## src/rtl/lif_pkg.sv

```systemverilog
// Shared defaults, membrane type and saturating-add helper for the LIF neuron array.
package lif_pkg;

  localparam int LIF_WIDTH    = 8;
  localparam int LIF_BETA_W   = 3;
  localparam int LIF_REFRAC_W = 3;

  typedef logic [LIF_WIDTH-1:0] mem_t;

  // Adds two unsigned values and clips the result to w bits.
  function automatic logic [31:0] sat_add(input logic [31:0] a,
                                          input logic [31:0] b,
                                          input int unsigned w);
    logic [32:0] s;
    logic [32:0] max;
    s   = {1'b0, a} + {1'b0, b};
    max = (33'd1 << w) - 33'd1;
    return (s > max) ? max[31:0] : s[31:0];
  endfunction

endpackage

```

## src/rtl/lif_update.sv

```systemverilog
// Combinational single-neuron LIF datapath: leak, integrate, saturate, threshold, refractory.
module lif_update
  import lif_pkg::*;
#(
  parameter int WIDTH    = LIF_WIDTH,
  parameter int BETA_W   = LIF_BETA_W,
  parameter int REFRAC_W = LIF_REFRAC_W
) (
  input  logic [WIDTH-1:0]    i_mem,
  input  logic [WIDTH-1:0]    i_cur,
  input  logic [WIDTH-1:0]    i_threshold,
  input  logic [BETA_W-1:0]   i_beta,
  input  logic [REFRAC_W-1:0] i_refrac_len,
  input  logic [REFRAC_W-1:0] i_cnt,
  output logic [WIDTH-1:0]    o_mem,
  output logic [REFRAC_W-1:0] o_cnt,
  output logic                o_spike
);

  logic [WIDTH-1:0] w_kept;
  logic [WIDTH-1:0] w_sum;
  logic [WIDTH-1:0] w_thr;

  // beta = 0 shifts out nothing, so the whole membrane leaks away
  assign w_kept = i_mem - (i_mem >> i_beta);
  assign w_sum  = WIDTH'(sat_add(32'(w_kept), 32'(i_cur), WIDTH));
  assign w_thr  = (i_threshold == '0) ? WIDTH'(1) : i_threshold;

  always_comb begin
    o_mem   = w_sum;
    o_cnt   = i_cnt;
    o_spike = 1'b0;
    if (i_cnt != '0) begin
      o_mem = '0;
      o_cnt = i_cnt - REFRAC_W'(1);
    end else if (w_sum >= w_thr) begin
      o_spike = 1'b1;
      o_mem   = w_sum - w_thr;
      o_cnt   = i_refrac_len;
    end
  end

endmodule

```

## src/rtl/lif_array.sv

```systemverilog
// Time-multiplexed LIF neuron array sharing one update datapath, round-robin scheduled.
// Refractory counters are built only when LIF_ARRAY_REFRAC_EN is defined.
module lif_array
  import lif_pkg::*;
#(
  parameter int N_NEURONS = 4,
  parameter int WIDTH     = LIF_WIDTH,
  parameter int BETA_W    = LIF_BETA_W,
  parameter int REFRAC_W  = LIF_REFRAC_W
) (
  input  logic                         clk,
  input  logic                         rst_n,
  input  logic                         en,
  input  logic [N_NEURONS*WIDTH-1:0]   cur_in,
  input  logic [WIDTH-1:0]             threshold,
  input  logic [BETA_W-1:0]            beta,
  input  logic [REFRAC_W-1:0]          refrac_len,
  input  logic [$clog2(N_NEURONS)-1:0] sel,
  output logic [N_NEURONS-1:0]         spike,
  output logic [WIDTH-1:0]             state_out,
  output logic                         frame_done
);

  localparam int IDX_W = $clog2(N_NEURONS);
  localparam logic [IDX_W-1:0] LAST_IDX = IDX_W'(N_NEURONS - 1);

  logic [IDX_W-1:0]    r_idx;
  logic [WIDTH-1:0]    r_mem [N_NEURONS];
  logic [N_NEURONS-1:0] r_spike;
  logic [WIDTH-1:0]    r_state;
  logic                r_frame_done;

  logic [WIDTH-1:0]    w_cur;
  logic [WIDTH-1:0]    w_mem_nxt;
  logic [REFRAC_W-1:0] w_cnt_cur;
  logic [REFRAC_W-1:0] w_cnt_nxt;
  logic                w_spike;

  assign w_cur = cur_in[r_idx*WIDTH +: WIDTH];

  lif_update #(
    .WIDTH   (WIDTH),
    .BETA_W  (BETA_W),
    .REFRAC_W(REFRAC_W)
  ) u_update (
    .i_mem       (r_mem[r_idx]),
    .i_cur       (w_cur),
    .i_threshold (threshold),
    .i_beta      (beta),
    .i_refrac_len(refrac_len),
    .i_cnt       (w_cnt_cur),
    .o_mem       (w_mem_nxt),
    .o_cnt       (w_cnt_nxt),
    .o_spike     (w_spike)
  );

`ifdef LIF_ARRAY_REFRAC_EN
  logic [REFRAC_W-1:0] r_cnt [N_NEURONS];

  assign w_cnt_cur = r_cnt[r_idx];

  always_ff @(posedge clk or negedge rst_n) begin
    if (!rst_n) begin
      for (int i = 0; i < N_NEURONS; i++) r_cnt[i] <= '0;
    end else if (en) begin
      r_cnt[r_idx] <= w_cnt_nxt;
    end
  end
`else
  // Counter permanently zero: the datapath never enters its refractory branch.
  logic w_unused_cnt;
  assign w_cnt_cur    = '0;
  assign w_unused_cnt = ^w_cnt_nxt;
`endif

  always_ff @(posedge clk or negedge rst_n) begin
    if (!rst_n) begin
      r_idx        <= '0;
      r_spike      <= '0;
      r_state      <= '0;
      r_frame_done <= 1'b0;
      for (int i = 0; i < N_NEURONS; i++) r_mem[i] <= '0;
    end else begin
      // Reads the pre-update membrane when sel matches the neuron being written.
      r_state      <= r_mem[sel];
      r_frame_done <= en && (r_idx == LAST_IDX);
      if (en) begin
        r_mem[r_idx]   <= w_mem_nxt;
        r_spike[r_idx] <= w_spike;
        r_idx          <= (r_idx == LAST_IDX) ? '0 : r_idx + IDX_W'(1);
      end
    end
  end

  assign spike      = r_spike;
  assign state_out  = r_state;
  assign frame_done = r_frame_done;

endmodule

```

## config.mk

```make
export PLATFORM = sky130hd
export DESIGN_NAME = lif_array
export DESIGN_NICKNAME = d
export VERILOG_FILES = /design/src/rtl/lif_pkg.sv /design/src/rtl/lif_update.sv /design/src/rtl/lif_array.sv
export SDC_FILE = /design/constraint.sdc
export NUM_CORES = 1
export LEC_CHECK = 0
export BUFFER_PORTS_ARGS = -buffer_cell sky130_fd_sc_hd__buf_4
export CELL_PAD_IN_SITES_DETAIL_PLACEMENT = 1
export CELL_PAD_IN_SITES_GLOBAL_PLACEMENT = 1
export CORE_MARGIN = 1
export CORE_UTILIZATION = 40
export DETAILED_ROUTE_END_ITERATION = 7
export PLACE_DENSITY = 0.84
export SYNTH_ARGS = -nofsm -noshare
export SYNTH_HDL_FRONTEND = slang
export SYNTH_SLANG_ARGS = --single-unit
```

## constraint.sdc

```tcl
create_clock -name clk -period 7.6 [get_ports clk]
set_clock_uncertainty 0.15 [all_clocks]
set_input_delay 1.52 -clock clk [delete_from_list [all_inputs] [get_ports clk]]
set_output_delay 1.52 -clock clk [all_outputs]
set_load 0.05 [all_outputs]
```

== Word level (Yosys, flattened, before mapping) ==
Index checks and enable logic that the tools add are counted.

* Register bits: 47
* Bits in latches: 0
* RAM bits: 0
* Memory bits (read-only): 0
* Input port bits: 51
* Output and inout port bits: 13
* Logic and storage cells: 45
* Memories: 0

* Add/subtract/negate cells: 4
* $mul: 0
* Div/mod/pow operators: 0
* $lt $le $gt $ge: 7
* Eq/ne operators: 1
* Shift-type cells: 2
* Muxes and demuxes: 17
* Bitwise operators: 2
* Reductions and logical operators: 4

{| class="wikitable"
|+ Operators by type and width
! kind !! count
|-
| 8-bit 2-to-1 mux || 8
|-
| 8-bit binary-select mux with 2-bit select || 2
|-
| 32-bit bitwise mux || 1
|-
| 32-bit by 6-bit indexed part select with 8-bit output || 1
|-
| 8-bit demux with 2-bit select || 1
|-
| 8-bit subtractor || 2
|-
| 8-bit by 8-bit adder with 9-bit output || 1
|-
| 9-bit by 8-bit > comparator with 1-bit output, second input constant || 1
|-
| 8-bit >= comparator || 1
|-
| 8-bit zero test || 1
|-
| 8-bit by 3-bit >> shifter with 8-bit output || 1
|-
| 3-bit >= comparator, second input constant || 2
|-
| 2-bit inverter with 3-bit output || 2
|-
| 4-bit bitwise mux || 1
|-
| 1-bit logical AND || 3
|-
| 2-bit by 3-bit < comparator with 1-bit output, second input constant || 1
|-
| 3-bit by 1-bit < comparator with 1-bit output, second input constant || 1
|-
| 2-bit by 1-bit adder with 2-bit output, second input constant || 1
|-
| 1-bit demux with 2-bit select || 1
|-
| 2-bit == test, second input constant || 1
|-
| 2-bit by 1-bit >= comparator with 1-bit output, second input constant || 1
|-
| 1-bit 2-to-1 mux || 2
|-
| 2-bit 2-to-1 mux || 1
|}

== Depth between registers and ports, before layout ==
* Depth after elaboration: 12
* Depth in mapped cells: 30
* Depth with buffers taken out: 27

== Hierarchy ==
Synthesis repeated with hierarchy kept, for this count alone.

* Cell total of the unflattened synthesis: 335
* Area total of the unflattened synthesis: 3763.6 um2

{| class="wikitable"
|+ By module, submodules not included
! module !! instances !! cells an instance !! area each (um2) !! sequential area each (um2)
|-
| lif_array || 1 || 130 || 2319.7 || 1176.1
|-
| lif_update || 1 || 205 || 1443.9 || 0.0
|}

== Worst setup path before layout ==
No wires, ideal clock.

* Path type: in2reg
* From: input port beta[0]
* To: register r_mem[11] (netlist bit)
* Setup time: 0.083 ns
* Arrival: 6.824 ns
* Required time: 7.367 ns
* Setup slack: 0.544 ns
* Stages on the path: 24
* Path buffers: 3
* Cell sequence: buf_1 -> mux2i_1 -> mux2i_1 -> a21oi_1 -> ha_1 -> a21o_1 -> a21o_1 -> a21o_1 -> a21oi_1 -> o21ai_0 -> xor2_1 -> ha_1 -> a2111o_1 -> a21oi_2 -> or2_2 -> clkbuf_1 -> o21ai_0 -> ha_1 -> clkbuf_1 -> a21oi_1 -> o21ai_1 -> mux2_2 -> or3_1 -> o21ai_0

* Cells in the longest elaborated chain, start to end: 8
* Elaborated cells between the ends (all ways): 9
* Classes of those cells: add/sub (3); order compare (2); shift (1); mux (3)

{| class="wikitable"
|+ RTL lines
! what !! line !! text
|-
| from (decl) || lif_array.sv:16 || <nowiki>input logic [BETA_W-1:0] beta,</nowiki>
|-
| 8-bit by 3-bit >> shifter with 8-bit output * || lif_update.sv:25 || <nowiki>assign w_kept = i_mem - (i_mem >> i_beta);</nowiki>
|-
| 8-bit subtractor * || lif_update.sv:25 ||
|-
| 8-bit by 8-bit adder with 9-bit output * || lif_pkg.sv:16 || <nowiki>s = {1'b0, a} + {1'b0, b};</nowiki>
|-
| 9-bit by 8-bit > comparator with 1-bit output || lif_pkg.sv:18 || <nowiki>return (s > max) ? max[31:0] : s[31:0];</nowiki>
|-
| 8-bit 2-to-1 mux * || lif_pkg.sv:18 ||
|-
| 8-bit subtractor / 8-bit >= comparator (equally long branches) || lif_update.sv:38, lif_update.sv:36 ||
|-
| 8-bit 2-to-1 mux * || lif_update.sv:36 || <nowiki>end else if (w_sum >= w_thr) begin</nowiki>
|-
| 32-bit bitwise mux * || lif_array.sv:88 || <nowiki>r_mem[r_idx] <= w_mem_nxt;</nowiki>
|-
| to (signal, indexed assignment) || lif_array.sv:88 ||
|-
| to (decl) || lif_array.sv:28 || <nowiki>logic [WIDTH-1:0] r_mem [N_NEURONS];</nowiki>
|}

Mark *: on every way between the ends. The rest lies on a longest branch, timed or not.
A chain may end at the register's enable or synchronous reset.

== Final worst setup path ==
* From: register r_idx[0]
* To: register r_mem[19] (netlist bit)

* Cells in the longest elaborated chain, start to end: 12
* Elaborated cells between the ends (all ways): 19
* Classes of those cells: add/sub (3); order compare (4); shift (2); mux (8); bitwise (1); reduce/logical (1)

{| class="wikitable"
|+ RTL lines
! what !! line !! text
|-
| from (decl) || lif_array.sv:27 || <nowiki>logic [IDX_W-1:0] r_idx;</nowiki>
|-
| from (signal assigned) || lif_array.sv:90 || <nowiki>r_idx <= (r_idx == LAST_IDX) ? '0 : r_idx + IDX_W'(1);</nowiki>
|-
| 2-bit inverter with 3-bit output (not written as such) || lif_array.sv:46, lif_array.sv:88 ||
|-
| 8-bit binary-select mux with 2-bit select || lif_array.sv:46 || <nowiki>.i_mem (r_mem[r_idx]),</nowiki>
|-
| 8-bit 2-to-1 mux (not written as such) (2 in series) || lif_array.sv:46 ||
|-
| 8-bit by 3-bit >> shifter with 8-bit output || lif_update.sv:25 ||
|-
| 8-bit subtractor || lif_update.sv:25 ||
|-
| 8-bit by 8-bit adder with 9-bit output || lif_pkg.sv:16 ||
|-
| 9-bit by 8-bit > comparator with 1-bit output || lif_pkg.sv:18 ||
|-
| 8-bit 2-to-1 mux || lif_pkg.sv:18 ||
|-
| 8-bit subtractor / 8-bit >= comparator (equally long branches) || lif_update.sv:38, lif_update.sv:36 ||
|-
| 8-bit 2-to-1 mux || lif_update.sv:36 ||
|-
| 32-bit bitwise mux * || lif_array.sv:88 ||
|}

Mark *: on every way between the ends. The rest lies on a longest branch, timed or not. The select of a mux whose other input is x is not followed.

==> summary by stage <==
Setup path
Data on the critical path arrives at its endpoint at 7.11 ns. For flop-to-flop paths, the worst setup slack is 0.55 ns. The family with the most delay on the worst path is compound AO/OA/AOI/OAI gates.

The worst setup path is launched from a register. Walking the worst path, the cells encountered are mux4_2 > nor2b_1 > a211oi_1 > a211oi_1 > a21oi_1 > ha_1 > a21o_1 > a21o_1 > a21o_1 > a21oi_1 > o21ai_0 > xor2_1 > ha_1 > a2111o_1 > a21oi_2 > or2_2 > o21ai_0 > ha_1 > a21oi_1 > o21ai_1 > mux2_2 > or3_1 > o21ai_0. The worst setup path is of the register to register kind. The largest individual stage delay along the critical path comes from the cell sky130_fd_sc_hd__dfrtp_1. For the worst setup path, the data required time is 7.66 ns. The worst setup path is captured at a register. The stage delay of the slowest cell on the critical path is 0.71 ns. Counting both buffers and inverters, the worst setup path holds a total of 0. The maximum net fanout on the critical path is 10.

CTS
Buffers added to address setup during post-CTS repair amount to 0. The number of CTS-inserted buffers is 5. Clock-pin slew was measured on the worst setup and hold paths at 0.08 ns.

The CTS tree is done. The number of clock sinks is 47. The level count of the clock H-tree is 2. The post-cts repair resize count is 0. The insertion delay of the later-clocked pin in the worst-skew pair is 0.30 ns. After clock tree synthesis, the flow added hold-fix buffers numbering 0. The tree is rooted in a sky130_fd_sc_hd__clkbuf_8.

The clock passes through at most 2 buffers.

Timing
Measured against its own limit, the worst slew margin works out to 0.5936. The number of pins with negative max-slew slack in the final report is 0. The share of the clock period used by the worst path is 0.9276. In the final timing run, aggregate negative setup slack is 0 ns. The peak clock frequency supported by timing is 0.1419 GHz. Setup violations remaining at the end of the flow were counted as 0. The final hold violation count is 0. The minimum clock period after layout is 7.049 ns. Setup repair after global routing left no endpoint under its margin.

At the pin with the least slew margin, the transition time is 0.6081 ns. Across all hold checks on the routed design, the worst slack comes to 0.3419 ns. The setup slack of the critical path after layout is 0.5505 ns.

Logic synthesis
Among all flip-flop cells after synthesis, the most frequent one is sky130_fd_sc_hd__dfrtp_1. The post-synthesis sequential element count is 47. The mapped netlist covers 3745 um2.

Synthesis produced a netlist whose cell count is 364. The post-synthesis cell type count is 55. The net count after synthesis is 445. The register area share after synthesis is 0.3141. The number of synthesized flops with an enable pin is 0. The proportion of synthesized flip-flops having asynchronous set or reset is 1.000. During synthesis, Yosys emitted a total of 0 warnings. The per-instance average area after synthesis is 10.29 um2.

Placed design
The pre-CTS setup slack is 0.2517 ns. The total half-perimeter wirelength after legalization and detailed placement is 7.733 mm. The global placement routability congestion is 0.9124. Buffers placed on the I/O ports in this run total 60.

Floorplan
The die covers 9753 um2. The total core area is 8891 um2. 64 I/O pins were placed.

For this configuration, the core starts out at a cell density of 0.4212. The x dimension of the die is 98.76 um. The floorplan has 34 rows. The floorplan step set the die height to 98.76 um.

Finish
The number of antenna diodes in the final layout is 0. Of the cells placed in the final design, the portion with a size suffix greater than 1 is 0.2885. The layout overhead on the synthesized area is 16.97%. The net count of the finished layout is 496.

The layout has 1010 filler cells.

Global route
The maximum number of pins on one net before global-route repair is 48. The initial antenna violation count is 0. The first global-routing pass estimated 16.59 mm of wire.

The via count of the first global-routing pass is 3296. The aggregate global-route resource usage is 0.2155. The global-route congestion overflow total is 0.

Detailed routing
The detailed router placed 3026 vias in this run. The starting DRC count in detailed routing is 146. The total length of routed wires is 9.880 mm.

The number of DRC violations after detailed routing is 0. Dividing the detail-routed wire length by the instance count gives 18.85 um. In the routed layout, each cell is associated on average with a via count of 5.775. The first detailed-routing pass ran for 4 iterations.

Once detail routing completed, the nets flagged for antenna violations numbered 0.

Run status
The run finished with clean final reports.

Worst hold path
The tightest min-delay check is of the register to register type.

Run
Max-cap violations in this run came to 0.
==> flip-flops by register name, indices dropped and copies added, names as in the netlist <==
signal,flops
state_out,8
frame_done,1
r_mem,32
r_idx,2
spike,4
==> cell usage in the layout, fill, tap and decap left out, types with 7 or more instances in the layout <==
cell / n
sky130_fd_sc_hd__mux2i_1: 11
sky130_fd_sc_hd__inv_1: 20
sky130_fd_sc_hd__a21oi_1: 14
sky130_fd_sc_hd__xor2_1: 7
sky130_fd_sc_hd__mux2_2: 7
sky130_fd_sc_hd__o31ai_1: 10
sky130_fd_sc_hd__o21ai_0: 27
sky130_fd_sc_hd__nand2_1: 51
sky130_fd_sc_hd__mux4_2: 24
sky130_fd_sc_hd__ha_1: 27
sky130_fd_sc_hd__o21a_1: 7
sky130_fd_sc_hd__clkbuf_8: 7
sky130_fd_sc_hd__dfrtp_1: 47
sky130_fd_sc_hd__nor2_1: 14
sky130_fd_sc_hd__buf_4: 63
==> routing by layer <==
layer | up-vias | track usage | wire, um
li1 | 1452 | - | -
met1 | 1516 | 0.2713 | 4410
met2 | 48 | 0.3954 | 5136
met3 | 10 | 0.02482 | 217
met4 | 0 | 0.04937 | 115
met5 | - | 0 | 0
==> stage by stage <==
stage	instance area [um2]	util	std cells
floorplan	3745	-	364
global placement	4280	0.4814	516
detailed placement	4280	0.4814	516
CTS	4380	0.4927	524
global route	4380	0.4927	524
finish	4380	0.4927	524
==> kinds of logic after synthesis <==
group	after synthesis	share of synthesized area
AOI/OAI and AO/OA	100	0.1961
xor gates and xnor gates	13	0.03542
buffers and inverters	39	0.03942
adders and majority gates	30	0.1062
muxes	43	0.1988
and+or+nand+nor	92	0.1099
DFF	47	0.3141
==> path summary, 6_finish.rpt <==
path,start,to,cells after the start
min in group asynchronous,rst_n,r_mem[28],1
worst max register to register,r_idx[0],r_mem[19],23
worst min-delay path,spike[1],spike[1],2
worst max-delay path,r_idx[0],r_mem[19],23
max in group asynchronous,rst_n,r_mem[22],1
worst min register to register,spike[1],spike[1],2
==> Yosys cell counts (7+ instances only) <==
master | count | area share
sky130_fd_sc_hd__nand2_1 | 51 | 0.051
sky130_fd_sc_hd__o31ai_1 | 10 | 0.020
sky130_fd_sc_hd__ha_1 | 27 | 0.090
sky130_fd_sc_hd__mux2_2 | 7 | 0.021
sky130_fd_sc_hd__xor2_1 | 7 | 0.016
sky130_fd_sc_hd__dfrtp_1 | 47 | 0.31
sky130_fd_sc_hd__clkbuf_1 | 14 | 0.014
sky130_fd_sc_hd__mux2i_1 | 11 | 0.029
sky130_fd_sc_hd__inv_1 | 20 | 0.020
sky130_fd_sc_hd__nor2_1 | 14 | 0.014
sky130_fd_sc_hd__a21oi_1 | 14 | 0.019
sky130_fd_sc_hd__o21ai_0 | 27 | 0.036
sky130_fd_sc_hd__o21a_1 | 7 | 0.014
sky130_fd_sc_hd__mux4_2 | 24 | 0.14
==> tightest hold or removal path, cell delays in order (launching register included) <==
cell,delay (ns)
sky130_fd_sc_hd__dfrtp_1,0.35
sky130_fd_sc_hd__nand2_1,0.05
sky130_fd_sc_hd__o21ai_0,0.06
==> final cells by class <==
class / count / area [um2] / share of cell area
Multi-Input combinational cell: 278 / 2421 / 0.5527
Clock buffer: 8 / 100.1 / 0.02285
Timing Repair Buffer: 63 / 473.0 / 0.1080
Sequential cell: 47 / 1176 / 0.2685
Tap cell: 108 / 135.1 / 0.03085
Inverter: 20 / 75.07 / 0.01714
Power is not shown: default switching activity piles up to over one toggle a cycle in this logic, so the estimate is an artifact.
